[src/rtl/fu_alu_pipe.sv]
// Pipelined integer ALU functional unit with LAT valid/ready stages, flush and tag return.
// Define FU_ALU_MINMAX_EN to add the MIN/MAX/MINU op codes (13..15).
module fu_alu_pipe #(
    parameter int WIDTH = 32,
    parameter int LAT   = 2,
    parameter int TAG_W = 4
) (
    input  logic             clk,
    input  logic             rst_n,
    input  logic             flush,
    input  logic             in_valid,
    output logic             in_ready,
    input  logic [3:0]       in_op,
    input  logic [WIDTH-1:0] in_a,
    input  logic [WIDTH-1:0] in_b,
    input  logic [TAG_W-1:0] in_tag,
    output logic             out_valid,
    input  logic             out_ready,
    output logic [WIDTH-1:0] out_res,
    output logic [TAG_W-1:0] out_tag,
    output logic             out_zero,
    output logic             out_ovf,
    output logic             busy,
    output logic [2:0]       occupancy
);

    localparam int SHW = $clog2(WIDTH);

    typedef enum logic [3:0] {
        OP_ADD  = 4'h1, OP_SUB  = 4'h2, OP_AND  = 4'h3, OP_OR   = 4'h4,
        OP_XOR  = 4'h5, OP_SLL  = 4'h6, OP_SRL  = 4'h7, OP_SLT  = 4'h8,
        OP_SLTU = 4'h9, OP_SRA  = 4'hA, OP_ADD4 = 4'hB, OP_PASSB = 4'hC,
        OP_MIN  = 4'hD, OP_MAX  = 4'hE, OP_MINU = 4'hF
    } op_e;

    logic [WIDTH-1:0] sum, diff, alu_res;
    logic [SHW-1:0]   shamt;
    logic             alu_ovf;

    always_comb begin
        sum     = in_a + in_b;
        diff    = in_a - in_b;
        shamt   = in_b[SHW-1:0];
        alu_res = '0;
        alu_ovf = 1'b0;
        case (op_e'(in_op))
            OP_ADD: begin
                alu_res = sum;
                alu_ovf = (in_a[WIDTH-1] == in_b[WIDTH-1]) && (sum[WIDTH-1] != in_a[WIDTH-1]);
            end
            OP_SUB: begin
                alu_res = diff;
                alu_ovf = (in_a[WIDTH-1] != in_b[WIDTH-1]) && (diff[WIDTH-1] != in_a[WIDTH-1]);
            end
            OP_AND:   alu_res = in_a & in_b;
            OP_OR:    alu_res = in_a | in_b;
            OP_XOR:   alu_res = in_a ^ in_b;
            OP_SLL:   alu_res = in_a << shamt;
            OP_SRL:   alu_res = in_a >> shamt;
            OP_SLT:   alu_res = {{(WIDTH-1){1'b0}}, $signed(in_a) < $signed(in_b)};
            OP_SLTU:  alu_res = {{(WIDTH-1){1'b0}}, in_a < in_b};
            OP_SRA:   alu_res = $signed(in_a) >>> shamt;
            OP_ADD4:  alu_res = in_a + WIDTH'(4);
            OP_PASSB: alu_res = in_b;
`ifdef FU_ALU_MINMAX_EN
            OP_MIN:   alu_res = ($signed(in_a) < $signed(in_b)) ? in_a : in_b;
            OP_MAX:   alu_res = ($signed(in_a) < $signed(in_b)) ? in_b : in_a;
            OP_MINU:  alu_res = (in_a < in_b) ? in_a : in_b;
`endif
            default:  alu_res = '0;
        endcase
    end

    logic             v_q   [LAT];
    logic             v_d   [LAT];
    logic [WIDTH-1:0] res_q [LAT];
    logic [WIDTH-1:0] res_d [LAT];
    logic             ovf_q [LAT];
    logic             ovf_d [LAT];
    logic [TAG_W-1:0] tag_q [LAT];
    logic [TAG_W-1:0] tag_d [LAT];
    logic             adv   [LAT];
    logic             hole;

    // A stage can advance iff some stage at or after it is empty, or the
    // output is being consumed; computed as a running OR from the tail.
    always_comb begin
        // NOTE: blocking '=' in combinational logic so 'hole' accumulates in order.
        hole = out_ready;
        for (int k = LAT - 1; k >= 0; k--) begin
            hole   = hole || !v_q[k];
            adv[k] = hole;
        end
    end

    assign in_ready = adv[0];

    always_comb begin
        for (int k = 0; k < LAT; k++) begin
            v_d[k]   = v_q[k];
            res_d[k] = res_q[k];
            ovf_d[k] = ovf_q[k];
            tag_d[k] = tag_q[k];
        end
        if (flush) begin
            // Kill everything in flight; data registers keep their contents.
            for (int k = 0; k < LAT; k++) v_d[k] = 1'b0;
        end else begin
            if (adv[0]) begin
                v_d[0]   = in_valid;
                res_d[0] = alu_res;
                ovf_d[0] = alu_ovf;
                tag_d[0] = in_tag;
            end
            for (int k = 1; k < LAT; k++) begin
                if (adv[k]) begin
                    v_d[k]   = v_q[k-1];
                    res_d[k] = res_q[k-1];
                    ovf_d[k] = ovf_q[k-1];
                    tag_d[k] = tag_q[k-1];
                end
            end
        end
    end

    always_ff @(posedge clk or negedge rst_n) begin
        if (!rst_n) begin
            // NOTE: the stage arrays are flop banks, not RAM, so resetting them is legal and cheap.
            for (int k = 0; k < LAT; k++) begin
                v_q[k]   <= 1'b0;
                res_q[k] <= '0;
                ovf_q[k] <= 1'b0;
                tag_q[k] <= '0;
            end
        end else begin
            // NOTE: sequential state uses '<=' so all stages shift from pre-edge values.
            for (int k = 0; k < LAT; k++) begin
                v_q[k]   <= v_d[k];
                res_q[k] <= res_d[k];
                ovf_q[k] <= ovf_d[k];
                tag_q[k] <= tag_d[k];
            end
        end
    end

    always_comb begin
        occupancy = '0;
        for (int k = 0; k < LAT; k++) occupancy = occupancy + {2'b00, v_q[k]};
    end

    assign busy      = (occupancy != 3'd0);
    assign out_valid = v_q[LAT-1];
    assign out_res   = res_q[LAT-1];
    assign out_tag   = tag_q[LAT-1];
    assign out_ovf   = ovf_q[LAT-1];
    assign out_zero  = ~|res_q[LAT-1];

endmodule
[config.mk]
export PLATFORM = sky130hd
export DESIGN_NAME = fu_alu_pipe
export DESIGN_NICKNAME = d
export VERILOG_FILES = /design/src/rtl/fu_alu_pipe.sv
export SDC_FILE = /design/constraint.sdc
export NUM_CORES = 1
export LEC_CHECK = 0
export ABC_AREA = 1
export ABC_CLOCK_PERIOD_IN_PS = 3050
export BUFFER_PORTS_ARGS = -buffer_cell sky130_fd_sc_hd__buf_4
export CAP_MARGIN = 20
export CELL_PAD_IN_SITES_DETAIL_PLACEMENT = 2
export CELL_PAD_IN_SITES_GLOBAL_PLACEMENT = 2
export CORE_ASPECT_RATIO = 1.75
export CORE_MARGIN = 4
export CORE_UTILIZATION = 35
export DETAILED_ROUTE_END_ITERATION = 10
export GPL_ROUTABILITY_DRIVEN = 0
export PLACE_DENSITY = 0.93
export SLEW_MARGIN = 20
export SYNTH_ARGS = -nofsm -noshare
export SYNTH_HDL_FRONTEND = slang
export SYNTH_SLANG_ARGS = --single-unit
[constraint.sdc]
create_clock -name clk -period 3.05 [get_ports clk]
set_clock_uncertainty 0.2 [all_clocks]
set_input_delay 0.305 -clock clk [delete_from_list [all_inputs] [get_ports clk]]
set_output_delay 0.305 -clock clk [all_outputs]
set_load 0.03 [all_outputs]
---- Word-level counts from Yosys, hierarchy flattened ----
Cells that the tools add are included.
word-level totals
  word-level logic and storage cells ...... 55
  input port bits ......................... 77
  register bits ........................... 76
  output and inout bits ................... 44
operators by class
  reductions and logical operators ........ 13
  bitwise operators ....................... 4
  shift operators ......................... 3
  order comparisons ....................... 2
  add/subtract/negate cells ............... 4
  equality and inequality tests ........... 16
  mux-type cells .......................... 5
operator list
  operator                                                               number
  32-bit case mux with 12 select lines                                   1
  32-bit less-than comparator                                            2
  32-bit by 3-bit adder with 32-bit output, second input constant        1
  32-bit adder                                                           1
  32-bit bitwise AND                                                     1
  32-bit OR                                                              1
  32-bit OR reduction                                                    1
  32-bit by 5-bit << shifter with 32-bit output                          1
  32-bit by 5-bit right shift with 32-bit output                         1
  32-bit by 5-bit >>> shifter with 32-bit output                         1
  32-bit subtractor                                                      1
  32-bit bitwise XOR                                                     1
  4-bit equality test, second input constant                             5
  4-bit by 3-bit equality test with 1-bit output, second input constant  4
  4-bit by 2-bit equality test with 1-bit output, second input constant  2
  4-bit by 1-bit equality test with 1-bit output, second input constant  1
  2-bit AND reduction                                                    2
  2-bit nonzero test                                                     2
  1-bit zero test                                                        3
  1-bit != test                                                          3
  3-bit nonzero test                                                     1
  1-bit by 1-bit adder with 2-bit output                                 1
  1-bit logical AND                                                      2
  1-bit logical OR                                                       2
  other kinds (5)                                                        6

---- Logic depth before layout (Yosys ltp) ----
  depth in word-level cells ............... 5
  depth in mapped cells ................... 19
  gate-level depth less buffers ........... 17

---- Worst setup path after synthesis ----
No wires, ideal clock.
  path type ............................... in2reg
  from .................................... input in_b[2]
  to ...................................... register res_q[63] in the netlist's numbering
  slack ................................... 383 ps
  required time ........................... 2,733 ps
  buffers on the path ..................... 3
  data arrival time ....................... 2,350 ps
  cell stages on the path ................. 16
  setup time .............................. 117 ps
  path through ............................ inv_2 > buf_2 > buf_1 > ha_1 > clkbuf_2 > or2_2 > nand3_1 > nand2_1 > nand2_1 > nand2_1 > nand2_1 > nand3_1 > nand3_1 > nand4_1 > nand2_1 > nand2_1
on the way
  cells in the longest elaborated chain, start to end .. 2
  elaborated cells on any way between the ends .. 6
  those cells by class .................... add/sub: 2; shift: 3; mux: 1
ends and longest elaborated chain
  item                                             line  source
  start, declared                                  15    input logic [WIDTH-1:0] in_b,
  32-bit subtractor, or another cell as far along  42    diff = in_a - in_b;
  32-bit case mux with 12 select lines *           46    case (op_e'(in_op))
  end signal, assigned by index                    139   res_q[k] <= res_d[k];
  end, declared                                    76    logic [WIDTH-1:0] res_q [LAT];
Mark *: on every way between the ends. The rest lies on a longest branch, timed or not.
A chain may end at the register's enable or synchronous reset.

---- Worst setup path in the final report ----
  from .................................... input in_a[20]
  to ...................................... register res_q[53] in the netlist's numbering
on the way
  cells in the longest elaborated chain, start to end .. 2
  elaborated cells on any way between the ends .. 7
  those cells by class .................... add/sub: 3; shift: 3; mux: 1
ends and longest elaborated chain
  item                                                                    line  source
  start, declared                                                         14    input logic [WIDTH-1:0] in_a,
  32-bit by 3-bit adder with 32-bit output, or another cell as far along  63    OP_ADD4: alu_res = in_a + WIDTH'(4);
  32-bit case mux with 12 select lines *                                  46
Marks and branches as above.

==> flow_summary_export.csv <==
group,metric,value,unit
global_routing,track_usage,43.7,%
finish,drive_above_1_share,11.5,%
finish,layout.nets,2904,
clock_tree,cts_buffer_depth,2,
floorplanning,num_rows,98,
finish,area_growth,13.5,%
drt,dr.pass1.iters,5,
logic_synthesis,synth_warnings,0,
floorplanning,fp.dieH,277,µm
worst_setup_path,crit_top_cell,"nand2_1",
drt,antenna_left,0,
drt,wl,101000,µm
global_routing,busiest_layer,"met2",
sta,worst_pin_slew,979,ps
drt,wl_per_cell,30.7,µm
worst_setup_path,critPathLaunchType,"input pin",
logic_synthesis,synth-edff-count,0,
logic_synthesis,synth_area,0.0145,mm²
floorplanning,fp.dieW,162,µm
logic_synthesis,post_synth.cell_area_avg,5.50,µm²
worst_setup_path,crit_path_max_fanout,8,
global_routing,globalRouteOverflowTotal,0,
worst_setup_path,crit_required,3080,ps
clock_tree,cts_num_sinks,76,
power,ir_worst_vdd,0.000322,V
worst_setup_path,cpMaxStageDelayCell,"ha_1",
logic_synthesis,ys.flop_type,"dfrtp_1",
logic_synthesis,synthCells,2633,
clock_tree,post_cts_buffers,0,
clock_tree,numCtsBuffers,9,
outcome,outcome,"complete, no violations",
finish,fill_cells,5415,
job,drv_cap,0,
worst_setup_path,crit_chain,"buf_4 -> inv_1 -> ha_1 -> nand2_1 -> nor2_1 -> inv_1 -> nor2_1 -> nand3_1 -> nand3_1 -> nand2_1 -> nand3_1 -> nand4_1 -> nand2_1 -> nand2_1",
floorplanning,die-area,0.0448,mm²
power,p_leak,8.75,nW
finish,diodes,0,
worst_setup_path,crit_type,"in2reg",
worst_setup_path,cp-end-kind,"flop",
drt,num_vias,20300,
sta,drv_slew,0,
logic_synthesis,syn-num-nets,2818,
drt,dr.first_iter.drc_count,1608,
sta,setup_viol,0,
floorplanning,core,0.0408,mm²
sta,min_period,2990,ps
sta,layout_worst_path_cycle_share,98.1,%
hold_path,hold_class,"in2reg",
floorplanning,initial_core_util,35.5,%
worst_setup_path,crit_arrival,3030,ps
logic_synthesis,ys_types,49,
clock_tree,cts_tree,"done",
logic_synthesis,async_reset_ff_share,100,%
place,hpwlAfterDp,82600,µm
power,finalPower,5.60,mW
worst_setup_path,max_stage_delay,510,ps
drt,routed_via_density,6.20,
place,port_buffers,119,
global_routing,met3_usage,9.43,%
logic_synthesis,ys_seq_elements,76,
place,post_dp_cell_area,0.0160,mm²
sta,hold_viol,0,
clock_tree,path_clk_slew,60,ps
clock_tree,cts_max_level,3,
clock_tree,clockRootBuffer,"clkbuf_16",
global_routing,met1_usage,41.9,%
power,power_density,341,mW/mm²
global_routing,grtUsageMet2,74.1,%
global_routing,antenna_found_initial,3,
drt,route.detailed.drc,0,
sta,fmax,334,MHz
global_routing,grt_pass1_wl,147000,µm
floorplanning,io-pin-count,121,
clock_tree,clkLatencyLatePin,350,ps
finish,final_area,0.0164,mm²
sta,relSlewSlack,34.7,%
logic_synthesis,ys_seq_area_share,13.1,%
global_routing,grt_pass1_vias,22600,
global_routing,grt_max_degree,77,
[synth_stat cells (11+ instances only)]
cell type	count	area share [%]
dfrtp_1	76	13
mux2_2	29	2.3
o21ai_1	19	0.66
inv_2	16	0.41
ha_1	106	9.2
nor3_1	37	1.3
buf_4	52	2.7
o21bai_1	14	0.73
o21ai_0	101	3.5
and2_1	11	0.48
o211ai_1	29	1.5
nand2_1	890	23
o22ai_1	15	0.65
nor4_1	11	0.48
clkbuf_1	32	0.83
buf_1	14	0.36
nand4_1	43	1.9
a21oi_1	85	2.9
inv_1	276	7.2
nand3_1	424	15
nor2_1	228	5.9
buf_2	44	1.5
[metal layers]
| layer | wire (µm) | up-vias | part of all wire [%] |
|---|---|---|---|
| met5 | 9 | - | 0.0089 |
| met4 | 13600 | 2 | 14 |
| met3 | 7260 | 591 | 7.2 |
| met2 | 47200 | 1126 | 47 |
| met1 | 32500 | 9883 | 32 |
| li1 | - | 8697 | - |
[cell type report]
class / count / area, µm² / area share (%)
multi-input cells: 2117 / 10700 / 64.9
well taps: 550 / 688 / 4.19
inverters: 293 / 1100 / 6.69
clock inverters: 7 / 98.8 / 0.601
repair buffers: 222 / 1760 / 10.7
clock buffers: 9 / 225 / 1.37
flip-flops and latches: 76 / 1900 / 11.6
[what timing repair did]
| action | CTS | global route |
|---|---|---|
| resized for setup | 0 | 6 |
| hold buffers | 6 | 0 |
| endpoints found under the hold margin | 81 | 0 |
| endpoints found under the setup margin | 0 | 8 |
[layout by cell type (no fill, tap or decap), types with 14 or more instances in the layout]
cell	Yosys	routed
o21ai_1	19	19
o21bai_1	14	14
inv_1	276	276
a21oi_1	85	85
nand3_1	424	421
inv_2	16	16
nor2_1	228	228
nand4_1	43	43
nor3_1	37	36
nand2_1	890	890
dfrtp_1	76	76
o211ai_1	29	29
mux2_2	29	29
o21ai_0	101	101
o22ai_1	15	15
buf_4	52	210
ha_1	106	104
[metrics by stage]
stage	TNS, ps	hold slack, ps	utilization, %	setup slack (ps)	cells
5_1_grt	-25.4	39.5	40.3	-25.4	3274
3_5_place_dp	-2080	266	39.3	-222	3252
6_report	0	16.8	40.3	57.5	3274
3_3_place_gp	0	260	39.3	21.7	3252
2_1_floorplan	0	-191	-	383	2633
4_1_cts	0	11.3	40.2	131	3274
[final timing paths]
kind | start | endpoint | depth (start not counted) | slack [ps]
worst min-delay path | in_valid | v_q[1] | 3 | 20
min in group asynchronous | rst_n | out_res[11] | 2 | 430
worst min register to register | res_q[51] | res_q[51] | 2 | 290
max in group asynchronous | rst_n | out_res[28] | 2 | 1550
worst max register to register | out_valid | res_q[36] | 7 | 760
worst max-delay path | in_a[20] | res_q[53] | 14 | 60
[critical path: cells and delay by family]
kind / cells / cell delay [ps]
AND/OR/NAND/NOR: 10 / 1870
adder cells (fa/ha/maj): 1 / 510
buffers and inverters: 3 / 340
[kinds of logic (layout without fill, tap and decap cells)]
group	Yosys count	in the layout	share of synthesized area, %
buffers and inverters	440	531	13.4
and+or+nand+nor	1680	1680	49.8
muxes	29	29	2.26
other	1	1	0.0259
DFF	76	76	13.1
AOI/OAI and AO/OA	292	292	11.6
xor gates and xnor gates	7	7	0.424
adders and majority gates	108	108	9.44
[sequential cells by signal, summed over array words and instances, names as in the netlist]
signal	cells
v_q	1
out_res	32
tag_q	4
res_q	32
ovf_q	1
out_tag	4
out_ovf	1
out_valid	1
[where the power goes]
part           switching (mW)  internal (mW)  leakage, nW
Combinational            2.21          0.889         7.61
Sequential              0.144           1.17        0.982
Clock                   0.464          0.722        0.156
Total                    2.81           2.78         8.75
No activity file was read; power rests on OpenSTA's default activity.
